## config.mk

```make
export PLATFORM = sky130hd
export DESIGN_NAME = trap_ctrl
export DESIGN_NICKNAME = d
export VERILOG_FILES = /design/src/rtl/trap_ctrl_pkg.sv /design/src/rtl/trap_ctrl.sv
export SDC_FILE = /design/constraint.sdc
export NUM_CORES = 1
export LEC_CHECK = 0
export BUFFER_PORTS_ARGS = -buffer_cell sky130_fd_sc_hd__clkbuf_2
export CAP_MARGIN = 20
export CORE_AREA = 2 2 117 119
export CTS_CLUSTER_DIAMETER = 80
export DETAILED_ROUTE_END_ITERATION = 6
export DIE_AREA = 0 0 119 121
export GPL_TIMING_DRIVEN = 0
export PLACE_DENSITY_LB_ADDON = 0.1
export SLEW_MARGIN = 25
export SYNTH_ARGS = -nofsm -noshare
export SYNTH_HDL_FRONTEND = slang
export SYNTH_SLANG_ARGS = --single-unit
export TNS_END_PERCENT = 1
```

## constraint.sdc

```tcl
create_clock -name clk -period 2.8 [get_ports clk]
set_input_delay 0.28 -clock clk [delete_from_list [all_inputs] [get_ports clk]]
set_output_delay 0.28 -clock clk [all_outputs]
set_load 0.02 [all_outputs]
```

## src/rtl/trap_ctrl_pkg.sv

```systemverilog
// Shared constants for the commit-stage trap controller: instruction encodings,
// int_type codes, mcause values, CSR addresses, FSM state and trap-kind encodings.
package trap_ctrl_pkg;

  localparam logic [31:0] INST_ECALL  = 32'h0000_0073;
  localparam logic [31:0] INST_EBREAK = 32'h0010_0073;
  localparam logic [31:0] INST_MRET   = 32'h3020_0073;

  localparam logic [4:0] INT_NONE   = 5'b00000;
  localparam logic [4:0] INT_ECALL  = 5'b00010;
  localparam logic [4:0] INT_EBREAK = 5'b00100;
  localparam logic [4:0] INT_SWI    = 5'b00011;
  localparam logic [4:0] INT_TIMER  = 5'b00101;
  localparam logic [4:0] INT_PLIC   = 5'b01001;
  localparam logic [4:0] INT_DEBUG  = 5'b10001;

  localparam logic [31:0] CAUSE_ECALL  = 32'd11;
  localparam logic [31:0] CAUSE_EBREAK = 32'd3;
  localparam logic [31:0] CAUSE_SWI    = 32'h8000_0003;
  localparam logic [31:0] CAUSE_TIMER  = 32'h8000_0007;
  localparam logic [31:0] CAUSE_PLIC   = 32'h8000_000B;
  localparam logic [31:0] CAUSE_DEBUG  = 32'h8000_001F;

  localparam logic [31:0] CSR_MSTATUS = 32'h0000_0300;
  localparam logic [31:0] CSR_MEPC    = 32'h0000_0341;
  localparam logic [31:0] CSR_MCAUSE  = 32'h0000_0342;

  localparam int unsigned MSTATUS_MIE  = 3;
  localparam int unsigned MSTATUS_MPIE = 7;

  typedef enum logic [2:0] {
    S_IDLE,
    S_W_MEPC,
    S_W_MCAUSE,
    S_W_MSTATUS,
    S_W_MRET,
    S_ASSERT
  } state_e;

  typedef enum logic [1:0] {
    TRAP_NONE,
    TRAP_SYNC,
    TRAP_ASYNC,
    TRAP_MRET
  } trap_kind_e;

  // Trap entry: stash MIE into MPIE and disable interrupts.
  function automatic logic [31:0] mstatus_enter(input logic [31:0] ms);
    logic [31:0] r;
    r               = ms;
    r[MSTATUS_MPIE] = ms[MSTATUS_MIE];
    r[MSTATUS_MIE]  = 1'b0;
    return r;
  endfunction

  // Trap return: restore MIE from MPIE and set MPIE.
  function automatic logic [31:0] mstatus_exit(input logic [31:0] ms);
    logic [31:0] r;
    r               = ms;
    r[MSTATUS_MIE]  = ms[MSTATUS_MPIE];
    r[MSTATUS_MPIE] = 1'b1;
    return r;
  endfunction

endpackage

```

## src/rtl/trap_ctrl.sv

```systemverilog
// Commit-stage trap controller: prioritises ECALL/EBREAK/MRET and async interrupts,
// sequences mepc/mcause/mstatus writes, then redirects fetch. Option macro: TRAP_DEBUG_EN.
module trap_ctrl
  import trap_ctrl_pkg::*;
#(
  parameter int unsigned NUM = 5
) (
  input  logic            clk,
  input  logic            rst,
  input  logic [31:0]     inst_i,
  input  logic [31:0]     inst_addr_i,
  input  logic            jump_flag_i,
  input  logic [31:0]     jump_addr_i,
  input  logic            swi_i,
  input  logic            timer_i,
  input  logic            plic_i,
`ifdef TRAP_DEBUG_EN
  input  logic            debug_req_i,
`endif
  input  logic            global_int_en_i,
  input  logic [31:0]     csr_mtvec_i,
  input  logic [31:0]     csr_mepc_i,
  input  logic [31:0]     csr_mstatus_i,
  output logic            commit_wen_o,
  output logic [31:0]     commit_waddr_o,
  output logic [31:0]     commit_wdata_o,
  output logic [NUM-1:0]  int_type_o,
  output logic            hold_flag_o,
  output logic            int_assert_o,
  output logic [31:0]     int_addr_o
);

  state_e          r_state;
  logic [NUM-1:0]  r_type;
  logic [31:0]     r_cause;
  logic            r_wen;
  logic [31:0]     r_waddr;
  logic [31:0]     r_wdata;
  logic            r_assert;
  logic [31:0]     r_int_addr;

  trap_kind_e      w_kind;
  logic [4:0]      w_type;
  logic [31:0]     w_cause;
  logic [31:0]     w_mepc;
  logic            w_detect;
  logic            w_debug;

`ifdef TRAP_DEBUG_EN
  assign w_debug = debug_req_i;
`else
  assign w_debug = 1'b0;
`endif

  // Priority encoder, evaluated only while idle so mid-sequence requests wait.
  always_comb begin
    w_kind  = TRAP_NONE;
    w_type  = INT_NONE;
    w_cause = '0;
    if (r_state == S_IDLE) begin
      if (w_debug) begin
        w_kind  = TRAP_ASYNC;
        w_type  = INT_DEBUG;
        w_cause = CAUSE_DEBUG;
      end else if (inst_i == INST_MRET) begin
        w_kind  = TRAP_MRET;
      end else if (inst_i == INST_ECALL) begin
        w_kind  = TRAP_SYNC;
        w_type  = INT_ECALL;
        w_cause = CAUSE_ECALL;
      end else if (inst_i == INST_EBREAK) begin
        w_kind  = TRAP_SYNC;
        w_type  = INT_EBREAK;
        w_cause = CAUSE_EBREAK;
      end else if (global_int_en_i && plic_i) begin
        w_kind  = TRAP_ASYNC;
        w_type  = INT_PLIC;
        w_cause = CAUSE_PLIC;
      end else if (global_int_en_i && swi_i) begin
        w_kind  = TRAP_ASYNC;
        w_type  = INT_SWI;
        w_cause = CAUSE_SWI;
      end else if (global_int_en_i && timer_i) begin
        w_kind  = TRAP_ASYNC;
        w_type  = INT_TIMER;
        w_cause = CAUSE_TIMER;
      end
    end
  end

  // An async trap must resume at the taken branch target, not the branch itself.
  assign w_mepc   = (w_kind == TRAP_ASYNC && jump_flag_i) ? jump_addr_i : inst_addr_i;
  assign w_detect = (w_kind != TRAP_NONE);

  always_ff @(posedge clk) begin
    if (rst) begin
      r_state    <= S_IDLE;
      r_type     <= '0;
      r_cause    <= '0;
      r_wen      <= 1'b0;
      r_waddr    <= '0;
      r_wdata    <= '0;
      r_assert   <= 1'b0;
      r_int_addr <= '0;
    end else begin
      r_wen      <= 1'b0;
      r_waddr    <= '0;
      r_wdata    <= '0;
      r_assert   <= 1'b0;
      r_int_addr <= '0;
      unique case (r_state)
        S_IDLE: begin
          r_type <= '0;
          if (w_kind == TRAP_SYNC || w_kind == TRAP_ASYNC) begin
            r_state <= S_W_MEPC;
            r_type  <= NUM'(w_type);
            r_cause <= w_cause;
            r_wen   <= 1'b1;
            r_waddr <= CSR_MEPC;
            r_wdata <= w_mepc;
          end else if (w_kind == TRAP_MRET) begin
            r_state <= S_W_MRET;
            r_wen   <= 1'b1;
            r_waddr <= CSR_MSTATUS;
            r_wdata <= mstatus_exit(csr_mstatus_i);
          end
        end
        S_W_MEPC: begin
          r_state <= S_W_MCAUSE;
          r_wen   <= 1'b1;
          r_waddr <= CSR_MCAUSE;
          r_wdata <= r_cause;
        end
        S_W_MCAUSE: begin
          r_state <= S_W_MSTATUS;
          r_wen   <= 1'b1;
          r_waddr <= CSR_MSTATUS;
          r_wdata <= mstatus_enter(csr_mstatus_i);
        end
        S_W_MSTATUS: begin
          r_state    <= S_ASSERT;
          r_assert   <= 1'b1;
          r_int_addr <= csr_mtvec_i;
        end
        S_W_MRET: begin
          r_state    <= S_ASSERT;
          r_assert   <= 1'b1;
          r_int_addr <= csr_mepc_i;
        end
        S_ASSERT: begin
          r_state <= S_IDLE;
          r_type  <= '0;
        end
        default: begin
          r_state <= S_IDLE;
          r_type  <= '0;
        end
      endcase
    end
  end

  assign hold_flag_o    = w_detect | (r_state != S_IDLE);
  assign commit_wen_o   = r_wen;
  assign commit_waddr_o = r_waddr;
  assign commit_wdata_o = r_wdata;
  assign int_type_o     = r_type;
  assign int_assert_o   = r_assert;
  assign int_addr_o     = r_int_addr;

endmodule

```

==> impl_metrics.tcl <==
set metrics [dict create \
    fp.dieW_um 119 \
    setup_viol 0 \
    layout_worst_path_cycle_share_pct 95.5 \
    hold_path_class "in2reg" \
    number_of_enable_flip_flop_cells_after_synthesis 0 \
    leakage_nw 2.92 \
    first_global_vias 3961 \
    worstSetupEndpointType "flop" \
    number_of_synthesis_warnings 0 \
    criticalPathCategory "in2reg" \
    detailedPlace.worstSlack_ns -0.615 \
    grt.total_usage_pct 17.6 \
    worst-r2r-setup-slack_ns 0.19 \
    die_area_um2 14400 \
    timing.critical_path.arrival_ns 2.96 \
    ir_worst_vdd_mv 0.301 \
    grt_max_degree 16 \
    detail_route.first_pass.iterations 4 \
    grt_overflow 0 \
    end_point_of_the_critical_path "r_cause[3]" \
    drt-total-wl_mm 12.8 \
    avgRoutedWirePerCell_um 14.6 \
    setup.worst_path.start_class "input port" \
    ctsHoldBuffers 0 \
    critPathMaxFanout 9 \
    drv_slew 0 \
    htreeDepth 3 \
    synthDistinctLibCells 45 \
    dpl_cell_area_um2 5250 \
    clk_pin_slew_ns 0.06 \
    ys_ff_latch 80 \
    cp-startpoint "inst_i[9]" \
    clk_root_buffer_cell "clkbuf_16" \
    detailedRoute.firstIterationViolations 144 \
    result_of_the_run "completed" \
    synth-main-ff-cell "dfxtp_1" \
    postSynthCellCount 380 \
    grt_first_pass_wirelength_mm 19.7 \
    worst-r2r-cell-count 12 \
    cp_required_ns 3.09 \
    postRouteAntennaNets 0 \
    synth.yosys.seq_area_share_pct 45.1 \
    core_area_um2 13100 \
    tritoncts "done" \
    finish.utilization_pct 43.0 \
    nets 897 \
    drive_gt1_share_pct 49.7 \
    io-pin-count 303 \
    max_freq_mhz 374 \
    via_per_inst 4.48 \
    final.fill_count 1345 \
    worst_margin_slew_ns 0.730 \
    relSlewSlack_pct 50.9 \
    synth.cell_area_um2 3550 \
    initial_utilization_pct 27.1 \
    grt_setup_unrepaired "yes" \
    syn_avg_cell_area_um2 9.34 \
    timing.final.ws_setup_ns 0.125 \
    totalPowerFinal_mw 3.95 \
    place.port_buffers 273 \
    report.final.hold_viol_count 0 \
    synth_async_reset_ratio_pct 0 \
    final.min_clock_period_ns 2.67 \
    clock_insertion_delay_worst_skew_ns 0.34 \
    syn_to_layout_area_delta_pct 58.7 \
    cts_sinks 80 \
    finalWeightedCongestion 0.789 \
    drt_drc_violations_left 0 \
    buffer_depth_of_the_longest_clock_path 2 \
    cts_made_buffers 9 \
    pwr_density_cell_nw_per_um2 701 \
    antenna_found_initial 1 \
    final_design_area_no_fill_um2 5630 \
    fp-row-count 42 \
    reg2reg_from "r_state[0]" \
    worst_r2r_endpoint "r_cause[3]" \
    dr_total_vias 3929 \
    detailedPlacementHpwl_mm 10.6 \
    max-cap-violations 0 \
    timing.clock.skew_ns 0.00713 \
    totalNegativeSetupSlack_ns 0 \
    chipHeight_um 121 \
]
==> timing repair <==
action                                  4_1_cts  5_1_grt
pin swaps                                     3        1
setup buffers                                 2        2
endpoints found under the setup margin       35       33
gates resized for setup                       9        6
==> state kept, by name, indices dropped and copies added (netlist names) <==
register        cells
r_state             3
int_assert_o        1
commit_wdata_o     32
int_type_o          4
commit_waddr_o      4
int_addr_o         32
r_cause             4
==> cell families after synthesis <==
logic type               Yosys count  share of synthesized area (%)
flip-flops                        80                           45.1
buffers and inverters             57                           9.66
adder cells (fa/ha/maj)            3                           1.06
AO/OA/AOI/OAI                     94                           20.7
AND/OR/NAND/NOR                  119                           16.0
other                              1                          0.106
XOR/XNOR                           1                          0.247
multiplexers                      25                           7.09
==> cells in the final DEF (no fill, tap or decap), types with 6 or more instances in the layout <==
cell         n
clkbuf_2   277
nand2_1     34
clkbuf_1    13
dfxtp_1     80
buf_4       37
nor3_1       6
mux2i_1     24
a22oi_1     37
nor2_1      47
conb_1      28
nand3_1      6
a21oi_1     10
clkbuf_16    9
o2bb2ai_1   27
==> routing by layer <==
layer | routed length [um] | track usage (%) | up-vias | share of wire (%)
met5 | 0 | 0 | - | 0
met4 | 322 | 8.33 | 0 | 2.5
met3 | 1170 | 5.31 | 18 | 9.2
met2 | 6320 | 31.2 | 186 | 50
met1 | 4950 | 19.3 | 1771 | 39
li1 | - | - | 1954 | -
==> critical path: stages <==
cell	delay, ns
clkbuf_2	0.08
nor4bb_1	0.27
nand4_1	0.17
buf_4	0.18
nor3_4	0.25
nand2_2	0.12
a21bo_2	0.24
ha_4	0.32
nand2b_4	0.08
nor3_4	0.20
nand2b_1	0.08
buf_4	0.17
clkinv_2	0.11
nand3_1	0.11
a21oi_2	0.16
a221o_1	0.12
==> how the worst min path moves through the flow <==
stage | start | endpoint | slack (ns) | depth (start not counted)
finish | csr_mstatus_i[17] | commit_wdata_o[17] | 0.14 | 2
global route | csr_mstatus_i[18] | commit_wdata_o[18] | 0.13 | 2
floorplan | csr_mstatus_i[0] | commit_wdata_o[0] | 0.40 | 1
detailed placement | int_type_o[3] | int_type_o[3] | 0.45 | 1
CTS | csr_mstatus_i[17] | commit_wdata_o[17] | 0.12 | 2
global placement | int_type_o[3] | int_type_o[3] | 0.45 | 1
==> layout make-up <==
| class | count | area, um^2 | area share, % |
|---|---|---|---|
| Timing Repair Buffer | 277 | 1400 | 24.8 |
| Sequential cell | 80 | 1600 | 28.4 |
| Multi-Input combinational cell | 270 | 1760 | 31.3 |
| Clock buffer | 9 | 225 | 4.00 |
| Antenna cell | 1 | 2.50 | 0.0444 |
| Clock inverter | 7 | 75.1 | 1.33 |
| Buffer | 54 | 339 | 6.02 |
| Tap cell | 176 | 220 | 3.91 |
| Inverter | 3 | 12.5 | 0.222 |
==> stage by stage <==
| step | hold slack, ns | instances |
|---|---|---|
| 2_1_floorplan | 0.397 | 407 |
| 3_3_place_gp | 0.447 | 856 |
| 3_5_place_dp | 0.448 | 856 |
| 4_1_cts | 0.122 | 874 |
| 5_1_grt | 0.131 | 876 |
| 6_report | 0.136 | 877 |
==> power breakdown <==
part           switching, mW  internal [mW]
Combinational          0.828          0.543
Clock                  0.503          0.700
Sequential            0.0614           1.31
Total                   1.39           2.56
==> synth_stat cells (all sizes together) (2+ instances only) <==
library cell | instances | share of area [%]
o21ai | 6 | 0.85
nand3 | 6 | 0.85
dfxtp | 80 | 45
nor2 | 47 | 5.0
a21oi | 11 | 1.6
a32o | 5 | 1.4
mux2i | 24 | 6.8
nand4 | 3 | 0.53
a22oi | 37 | 7.8
o2bb2ai | 27 | 6.7
inv | 2 | 0.21
buf | 38 | 7.7
nor3 | 9 | 1.4
nand2b | 2 | 0.35
ha | 3 | 1.1
nand2 | 35 | 3.7
or3 | 3 | 0.67
nor4bb | 2 | 0.56
clkbuf | 16 | 1.7
nor4 | 5 | 1.2
No activity file was read; power rests on OpenSTA's default activity.
